## src/rtl/cpu_pkg.sv

```systemverilog
// Shared CPU definitions: ALU class encodings, NZCV bit positions and the
// packed flags type used by the status register and the condition evaluator.
package cpu_pkg;

  typedef enum logic [1:0] {
    ALU_ADD   = 2'b00,
    ALU_SUB   = 2'b01,
    ALU_LOGIC = 2'b10
  } alu_class_e;

  localparam int FLAG_N = 3;
  localparam int FLAG_Z = 2;
  localparam int FLAG_C = 1;
  localparam int FLAG_V = 0;

  typedef logic [3:0] flags_t;

  localparam flags_t FLAGS_CLEAR = 4'b0000;

endpackage

```

## src/rtl/status_flags_reg_if.sv

```systemverilog
// Bundle between the execute stage and the NZCV status register: ALU
// operands/result/carries, commit controls, and the registered flag/stack view.
interface status_flags_reg_if #(
  parameter int WIDTH = 32
);

  logic [1:0]       alu_class;
  logic [WIDTH-1:0] operand_a;
  logic [WIDTH-1:0] operand_b;
  logic [WIDTH-1:0] alu_result;
  logic             adder_carry;
  logic             shifter_carry;
  logic             update_en;
  logic             msr_we;
  logic [3:0]       msr_data;
  logic             exc_entry;
  logic             exc_return;

  logic             negative_flag;
  logic             zero_flag;
  logic             carry_flag;
  logic             overflow_flag;
  logic [3:0]       saved_flags;
  logic             stack_empty;
  logic             stack_full;
  logic             stack_overflow;
  logic             stack_underflow;

  // Execute stage side: drives requests, observes flags
  modport master (
    output alu_class, operand_a, operand_b, alu_result, adder_carry,
           shifter_carry, update_en, msr_we, msr_data, exc_entry, exc_return,
    input  negative_flag, zero_flag, carry_flag, overflow_flag, saved_flags,
           stack_empty, stack_full, stack_overflow, stack_underflow
  );

  // Status register side
  modport slave (
    input  alu_class, operand_a, operand_b, alu_result, adder_carry,
           shifter_carry, update_en, msr_we, msr_data, exc_entry, exc_return,
    output negative_flag, zero_flag, carry_flag, overflow_flag, saved_flags,
           stack_empty, stack_full, stack_overflow, stack_underflow
  );

endinterface

```

## src/rtl/flag_gen.sv

```systemverilog
// Combinational next-NZCV generator. Overflow is derived from sign bits only;
// for SUB operand_b is the un-inverted operand, so the sign test is "differ".
module flag_gen
  import cpu_pkg::*;
#(
  parameter int WIDTH = 32
) (
  input  logic [1:0]       alu_class,
  input  logic [WIDTH-1:0] operand_a,
  input  logic [WIDTH-1:0] operand_b,
  input  logic [WIDTH-1:0] alu_result,
  input  logic             adder_carry,
  input  logic             shifter_carry,
  input  logic             cur_v,
  output flags_t           next_flags
);

  localparam int M = WIDTH - 1;

  logic a_msb;
  logic b_msb;
  logic r_msb;

  assign a_msb = operand_a[M];
  assign b_msb = operand_b[M];
  assign r_msb = alu_result[M];

  // Only the operand sign bits matter for overflow
  logic unused_operand_bits;
  assign unused_operand_bits = ^{operand_a[M-1:0], operand_b[M-1:0]};

  // Next flags by ALU class; reserved class behaves as LOGIC
  always_comb begin
    next_flags         = FLAGS_CLEAR;
    next_flags[FLAG_N] = r_msb;
    next_flags[FLAG_Z] = (alu_result == '0);
    case (alu_class)
      ALU_ADD: begin
        next_flags[FLAG_C] = adder_carry;
        next_flags[FLAG_V] = (a_msb == b_msb) & (r_msb != a_msb);
      end
      ALU_SUB: begin
        next_flags[FLAG_C] = adder_carry;
        next_flags[FLAG_V] = (a_msb != b_msb) & (r_msb != a_msb);
      end
      default: begin
        next_flags[FLAG_C] = shifter_carry;
        next_flags[FLAG_V] = cur_v;
      end
    endcase
  end

endmodule

```

## src/rtl/status_flags_reg.sv

```systemverilog
// Architectural NZCV register with a small save/restore LIFO for exception
// nesting. One action per cycle: entry > return > msr > update; losers dropped.
module status_flags_reg
  import cpu_pkg::*;
#(
  parameter int WIDTH = 32,
  parameter int DEPTH = 4
) (
  input  logic               clk,
  input  logic               rst_n,
  status_flags_reg_if.slave  bus
);

  localparam int PTR_W = $clog2(DEPTH + 1);
  localparam int IDX_W = (DEPTH > 1) ? $clog2(DEPTH) : 1;

  flags_t           flags;
  flags_t           next_flags;
  flags_t           stack_mem [DEPTH];
  logic [PTR_W-1:0] ptr;
  logic             ovf_sticky;
  logic             unf_sticky;
  logic             empty;
  logic             full;
  logic [IDX_W-1:0] push_idx;
  logic [IDX_W-1:0] top_idx;

  flag_gen #(.WIDTH(WIDTH)) u_flag_gen (
    .alu_class     (bus.alu_class),
    .operand_a     (bus.operand_a),
    .operand_b     (bus.operand_b),
    .alu_result    (bus.alu_result),
    .adder_carry   (bus.adder_carry),
    .shifter_carry (bus.shifter_carry),
    .cur_v         (flags[FLAG_V]),
    .next_flags    (next_flags)
  );

  assign empty    = (ptr == '0);
  assign full     = (ptr == PTR_W'(DEPTH));
  // Index casts are safe: push is blocked when full, pop when empty
  assign push_idx = IDX_W'(ptr);
  assign top_idx  = IDX_W'(ptr - 1'b1);

  // Prioritised single action per cycle on flags, stack and sticky errors
  always_ff @(posedge clk or negedge rst_n) begin
    if (!rst_n) begin
      flags      <= FLAGS_CLEAR;
      ptr        <= '0;
      ovf_sticky <= 1'b0;
      unf_sticky <= 1'b0;
      for (int i = 0; i < DEPTH; i++) begin
        stack_mem[i] <= FLAGS_CLEAR;
      end
    end else if (bus.exc_entry) begin
      if (full) begin
        ovf_sticky <= 1'b1;
      end else begin
        stack_mem[push_idx] <= flags;
        ptr                 <= ptr + 1'b1;
      end
    end else if (bus.exc_return) begin
      if (empty) begin
        unf_sticky <= 1'b1;
      end else begin
        flags <= stack_mem[top_idx];
        ptr   <= ptr - 1'b1;
      end
    end else if (bus.msr_we) begin
      flags <= bus.msr_data;
    end else if (bus.update_en) begin
      flags <= next_flags;
    end
  end

  assign bus.negative_flag   = flags[FLAG_N];
  assign bus.zero_flag       = flags[FLAG_Z];
  assign bus.carry_flag      = flags[FLAG_C];
  assign bus.overflow_flag   = flags[FLAG_V];
  assign bus.saved_flags     = empty ? FLAGS_CLEAR : stack_mem[top_idx];
  assign bus.stack_empty     = empty;
  assign bus.stack_full      = full;
  assign bus.stack_overflow  = ovf_sticky;
  assign bus.stack_underflow = unf_sticky;

endmodule
```

## src/flat_wrapper.sv

```systemverilog
// flat-port wrapper written by rule: the top's interface ports become plain ports
module status_flags_reg_flat import cpu_pkg::*;
#(
  parameter int WIDTH = 32,
  parameter int DEPTH = 4
)
  (clk, rst_n, bus_alu_class, bus_operand_a, bus_operand_b, bus_alu_result, bus_adder_carry, bus_shifter_carry, bus_update_en, bus_msr_we, bus_msr_data, bus_exc_entry, bus_exc_return, bus_negative_flag, bus_zero_flag, bus_carry_flag, bus_overflow_flag, bus_saved_flags, bus_stack_empty, bus_stack_full, bus_stack_overflow, bus_stack_underflow);
  status_flags_reg_if #(.WIDTH(WIDTH)) bus_i ();
  input  logic clk;
  input  logic rst_n;
  input wire logic [$bits(bus_i.alu_class)-1:0] bus_alu_class;
  input wire logic [$bits(bus_i.operand_a)-1:0] bus_operand_a;
  input wire logic [$bits(bus_i.operand_b)-1:0] bus_operand_b;
  input wire logic [$bits(bus_i.alu_result)-1:0] bus_alu_result;
  input wire logic [$bits(bus_i.adder_carry)-1:0] bus_adder_carry;
  input wire logic [$bits(bus_i.shifter_carry)-1:0] bus_shifter_carry;
  input wire logic [$bits(bus_i.update_en)-1:0] bus_update_en;
  input wire logic [$bits(bus_i.msr_we)-1:0] bus_msr_we;
  input wire logic [$bits(bus_i.msr_data)-1:0] bus_msr_data;
  input wire logic [$bits(bus_i.exc_entry)-1:0] bus_exc_entry;
  input wire logic [$bits(bus_i.exc_return)-1:0] bus_exc_return;
  output wire logic [$bits(bus_i.negative_flag)-1:0] bus_negative_flag;
  output wire logic [$bits(bus_i.zero_flag)-1:0] bus_zero_flag;
  output wire logic [$bits(bus_i.carry_flag)-1:0] bus_carry_flag;
  output wire logic [$bits(bus_i.overflow_flag)-1:0] bus_overflow_flag;
  output wire logic [$bits(bus_i.saved_flags)-1:0] bus_saved_flags;
  output wire logic [$bits(bus_i.stack_empty)-1:0] bus_stack_empty;
  output wire logic [$bits(bus_i.stack_full)-1:0] bus_stack_full;
  output wire logic [$bits(bus_i.stack_overflow)-1:0] bus_stack_overflow;
  output wire logic [$bits(bus_i.stack_underflow)-1:0] bus_stack_underflow;
  assign bus_i.alu_class = bus_alu_class;
  assign bus_i.operand_a = bus_operand_a;
  assign bus_i.operand_b = bus_operand_b;
  assign bus_i.alu_result = bus_alu_result;
  assign bus_i.adder_carry = bus_adder_carry;
  assign bus_i.shifter_carry = bus_shifter_carry;
  assign bus_i.update_en = bus_update_en;
  assign bus_i.msr_we = bus_msr_we;
  assign bus_i.msr_data = bus_msr_data;
  assign bus_i.exc_entry = bus_exc_entry;
  assign bus_i.exc_return = bus_exc_return;
  assign bus_negative_flag = bus_i.negative_flag;
  assign bus_zero_flag = bus_i.zero_flag;
  assign bus_carry_flag = bus_i.carry_flag;
  assign bus_overflow_flag = bus_i.overflow_flag;
  assign bus_saved_flags = bus_i.saved_flags;
  assign bus_stack_empty = bus_i.stack_empty;
  assign bus_stack_full = bus_i.stack_full;
  assign bus_stack_overflow = bus_i.stack_overflow;
  assign bus_stack_underflow = bus_i.stack_underflow;
  status_flags_reg #(.WIDTH(WIDTH), .DEPTH(DEPTH)) u_core (.clk(clk), .rst_n(rst_n), .bus(bus_i));
endmodule
```

## config.mk

```make
export PLATFORM = sky130hd
export DESIGN_NAME = status_flags_reg_flat
export DESIGN_NICKNAME = d
export VERILOG_FILES = /design/src/rtl/cpu_pkg.sv /design/src/rtl/status_flags_reg_if.sv /design/src/rtl/flag_gen.sv /design/src/rtl/status_flags_reg.sv /design/src/flat_wrapper.sv
export SDC_FILE = /design/constraint.sdc
export NUM_CORES = 1
export LEC_CHECK = 0
export BUFFER_PORTS_ARGS = -buffer_cell sky130_fd_sc_hd__buf_4
export CAP_MARGIN = 20
export CORE_UTILIZATION = 38
export DETAILED_ROUTE_END_ITERATION = 10
export GPL_TIMING_DRIVEN = 0
export PLACE_DENSITY = 0.8
export SLEW_MARGIN = 15
export SYNTH_ARGS = -nofsm -noshare
export SYNTH_HDL_FRONTEND = slang
export SYNTH_SLANG_ARGS = --single-unit
```

## constraint.sdc

```tcl
create_clock -name clk -period 2.3 [get_ports clk]
set_input_delay 0 -clock clk [delete_from_list [all_inputs] [get_ports clk]]
set_output_delay 0 -clock clk [all_outputs]
set_load 0.02 [all_outputs]
```

==> results.sh <==
export IMPL_switching_share_pct=39.4
export IMPL_max_freq_ghz=0.472
export IMPL_irDropWorstVdd_mv=0.721
export IMPL_start_util_pct=39.6
export IMPL_post_cts_setup_buffer_count=0
export IMPL_cts_tree="yes"
export IMPL_setup_viol=0
export IMPL_drt_iter0_markers=61
export IMPL_synth_edf_count=0
export IMPL_async_flop_share_pct=100
export IMPL_track_usage_pct=18.6
export IMPL_ios=122
export IMPL_grt_pass1_vias=1263
export IMPL_cts_buffer_depth=2
export IMPL_reg2reg_depth=8
export IMPL_hold_depth=3
export IMPL_fill_cells=341
export IMPL_synth_seq_cells=25
export IMPL_yosysTopAreaCell="dfrtp_1"
export IMPL_end_kind="primary output"
export IMPL_ys_warn_count=0
export IMPL_routed_via_density=5.20
export IMPL_finalSetupTns_ns=0
export IMPL_drv_cap=0
export IMPL_synth_area_um2=1450
export IMPL_yosysUniqueCellTypes=35
export IMPL_io_buffers=57
export IMPL_grt_max_degree=26
export IMPL_core_area_um2=3660
export IMPL_drt_total_wl_mm=3.41
export IMPL_start_kind="flip-flop"
export IMPL_antenna_found_initial=0
export IMPL_final_layout_size_suffix_gt1_share_pct=45.2
export IMPL_ys_seq_area_share_pct=43.2
export IMPL_seqCellArea_um2=626
export IMPL_dieArea_um2=4060
export IMPL_crit_reg2reg_launch="u_core.ptr[0]"
export IMPL_rsz0062_at_grt="false"
export IMPL_wl_per_cell_um=13.9
export IMPL_hp_start="bus_msr_data[0]"
export IMPL_clock_latency_ns=0.27
export IMPL_overflow=0
export IMPL_hold_slack_ns=0.0101
export IMPL_pwr_share_clk_pct=11.7
export IMPL_power_switching_uw=930
export IMPL_antenna_left=0
export IMPL_power_density_nw_per_um2=1180
export IMPL_p_seq_share_pct=34.2
export IMPL_cts_sink_count=25
export IMPL_slew_violations=0
export IMPL_vias=1275
export IMPL_min_path_type="input port to flip-flop"
export IMPL_setup_worst_path_class="flip-flop to primary output"
export IMPL_yosys_area_top_type_share_pct=43.2
export IMPL_dp_hpwl_mm=2.66
export IMPL_place_inst=239
export IMPL_n_antenna_cell=0
export IMPL_syn_inst=134
export IMPL_htree_levels=1
export IMPL_area_growth_pct=38.5
export IMPL_drc_errors=0
export IMPL_r2r_end="u_core.flags[2]"
export IMPL_combPwrFrac_pct=54.1
export IMPL_avgSynthCellArea_um2=10.8
export IMPL_numCtsBuffers=3
export IMPL_synthTopCellsByArea="dfrtp_1, mux2_2, mux4_2, ha_1, nor4_1"
export IMPL_die_w_um=63.8
export IMPL_grt_pass1_wl_mm=5.80
export IMPL_synthFlopType="dfrtp_1"
export IMPL_p_leak_nw=0.940
export IMPL_internal_power_mw=1.43
export IMPL_worstPathRequired_ns=2.30
export IMPL_period_needed_ns=2.12
export IMPL_crit_fanout=6
export IMPL_fin_area_um2=2010
export IMPL_reg2reg_slack_ns=0.23
export IMPL_drtPass1Iterations=4
export IMPL_gp_congestion=0.833
export IMPL_row_count=22
export IMPL_multi_input_area_um2=778
export IMPL_hold_viol=0
export IMPL_min_to="u_core.flags[0]"
export IMPL_fin_cells=245
export IMPL_cts_clk_slew_worst_paths_ns=0.09
export IMPL_finalCritPeriodShare_pct=92.2
export IMPL_die_h_um=63.8
export IMPL_synth_nets=249
export IMPL_finalPower_mw=2.36
export IMPL_cp_arrival_ns=2.12
export IMPL_worst_slew_pin_slew_ns=0.358
export IMPL_maxSlewHeadroom_pct=76.1
export IMPL_root_buffer="clkbuf_8"
export IMPL_fin_skew_ns=0.00189
export IMPL_outcome="completed"
export IMPL_placed_area_um2=1940
export IMPL_fin_nets=313
-- layer usage --
| metal | routed length (µm) | GRT usage [%] | part of all wire, % | vias up |
|---|---|---|---|---|
| met5 | 0 | 0 | 0 | - |
| met4 | 36 | 6.53 | 1.1 | 0 |
| met3 | 278 | 6.07 | 8.1 | 4 |
| met2 | 1570 | 28.9 | 46 | 48 |
| met1 | 1530 | 24.3 | 45 | 606 |
| li1 | - | - | - | 617 |
-- cell families after synthesis --
family                   after synthesis  synth area share [%]
XOR/XNOR                               3                  1.81
flip-flops                            25                  43.2
multiplexers                          24                  21.4
buffers and inverters                 10                  3.11
adder cells (fa/ha/maj)                5                  4.32
AND/OR/NAND/NOR                       46                  17.1
AO/OA/AOI/OAI                         21                  9.07
-- cell type report --
cell class,instances,area share (%)
Buffer,5,1.18
Clock buffer,3,2.06
Inverter,5,1.06
Clock inverter,1,0.436
Timing Repair Buffer,59,22.3
Sequential cell,25,31.2
Multi-Input combinational cell,99,38.8
Tap cell,48,2.99
-- critical path, stage by stage, from the launching register on --
cell and delay (ns):
dfrtp_1 0.38, buf_2 0.21, inv_1 0.13, ha_1 0.43, mux4_2 0.36, and2_1 0.18
buf_4 0.15
-- power groups by stage --
stage          logic [mW]  registers (mW)  clock network [mW]
2_1_floorplan       0.817           0.816                   0
3_5_place_dp         1.28           0.816                   0
3_3_place_gp         1.26           0.804                   0
5_1_grt              1.39           0.841               0.304
4_1_cts              1.29           0.807               0.287
6_report             1.28           0.807               0.277
-- stage by stage --
step	util, %	setup WS (ns)
finish	54.8	0.180
global route	54.8	0.0144
CTS	54.8	0.138
detailed placement	52.9	0.244
global placement	52.9	0.256
floorplan	-	0.422
-- synthesized netlist by cell type, drive strengths merged, types with 3 or more instances --
cell type	n
inv	5
mux2i	4
mux2	16
dfrtp	25
nand3	6
nor4	8
buf	4
nand2b	3
mux4	4
ha	5
and2	4
o21ai	7
a21oi	5
nor2	6
nand2	11
-- placed cells by master (no fill, tap or decap), types with 5 or more instances in the layout --
master,netlist,layout
buf_4,0,57
dfrtp_1,25,25
mux2_2,16,16
nand2_1,10,10
nor4_1,8,8
o21ai_0,7,7
nand3_1,6,6
a21oi_1,5,5
nor2_1,5,5
ha_1,5,5
-- how the worst max path moves through the flow --
stage	startpoint	end	slack, ns	depth (start not counted)
after global placement	u_core.ptr[0]	u_core.flags[2]	0.26	8
after floorplan	u_core.ptr[0]	u_core.flags[2]	0.42	8
after detailed placement	u_core.ptr[0]	u_core.flags[2]	0.24	8
after CTS	u_core.ptr[0]	bus_saved_flags[3]	0.14	6
final	u_core.ptr[0]	bus_saved_flags[3]	0.18	6
after global routing	u_core.ptr[0]	bus_saved_flags[3]	0.01	6
-- timing repair --
action / in CTS / in global routing
hold buffers: 2 / 0
endpoints found under the hold margin: 26 / 0
gates resized for setup: 0 / 0
setup endpoints to repair: 0 / 0
-- flip-flops by register name, indices dropped and copies added, names as in the netlist --
name                        cells
u_core.bus.stack_overflow       1
u_core.bus.stack_underflow      1
u_core.flags                    4
u_core.stack_mem               16
u_core.ptr                      3
(Power assumes the default switching activity.)
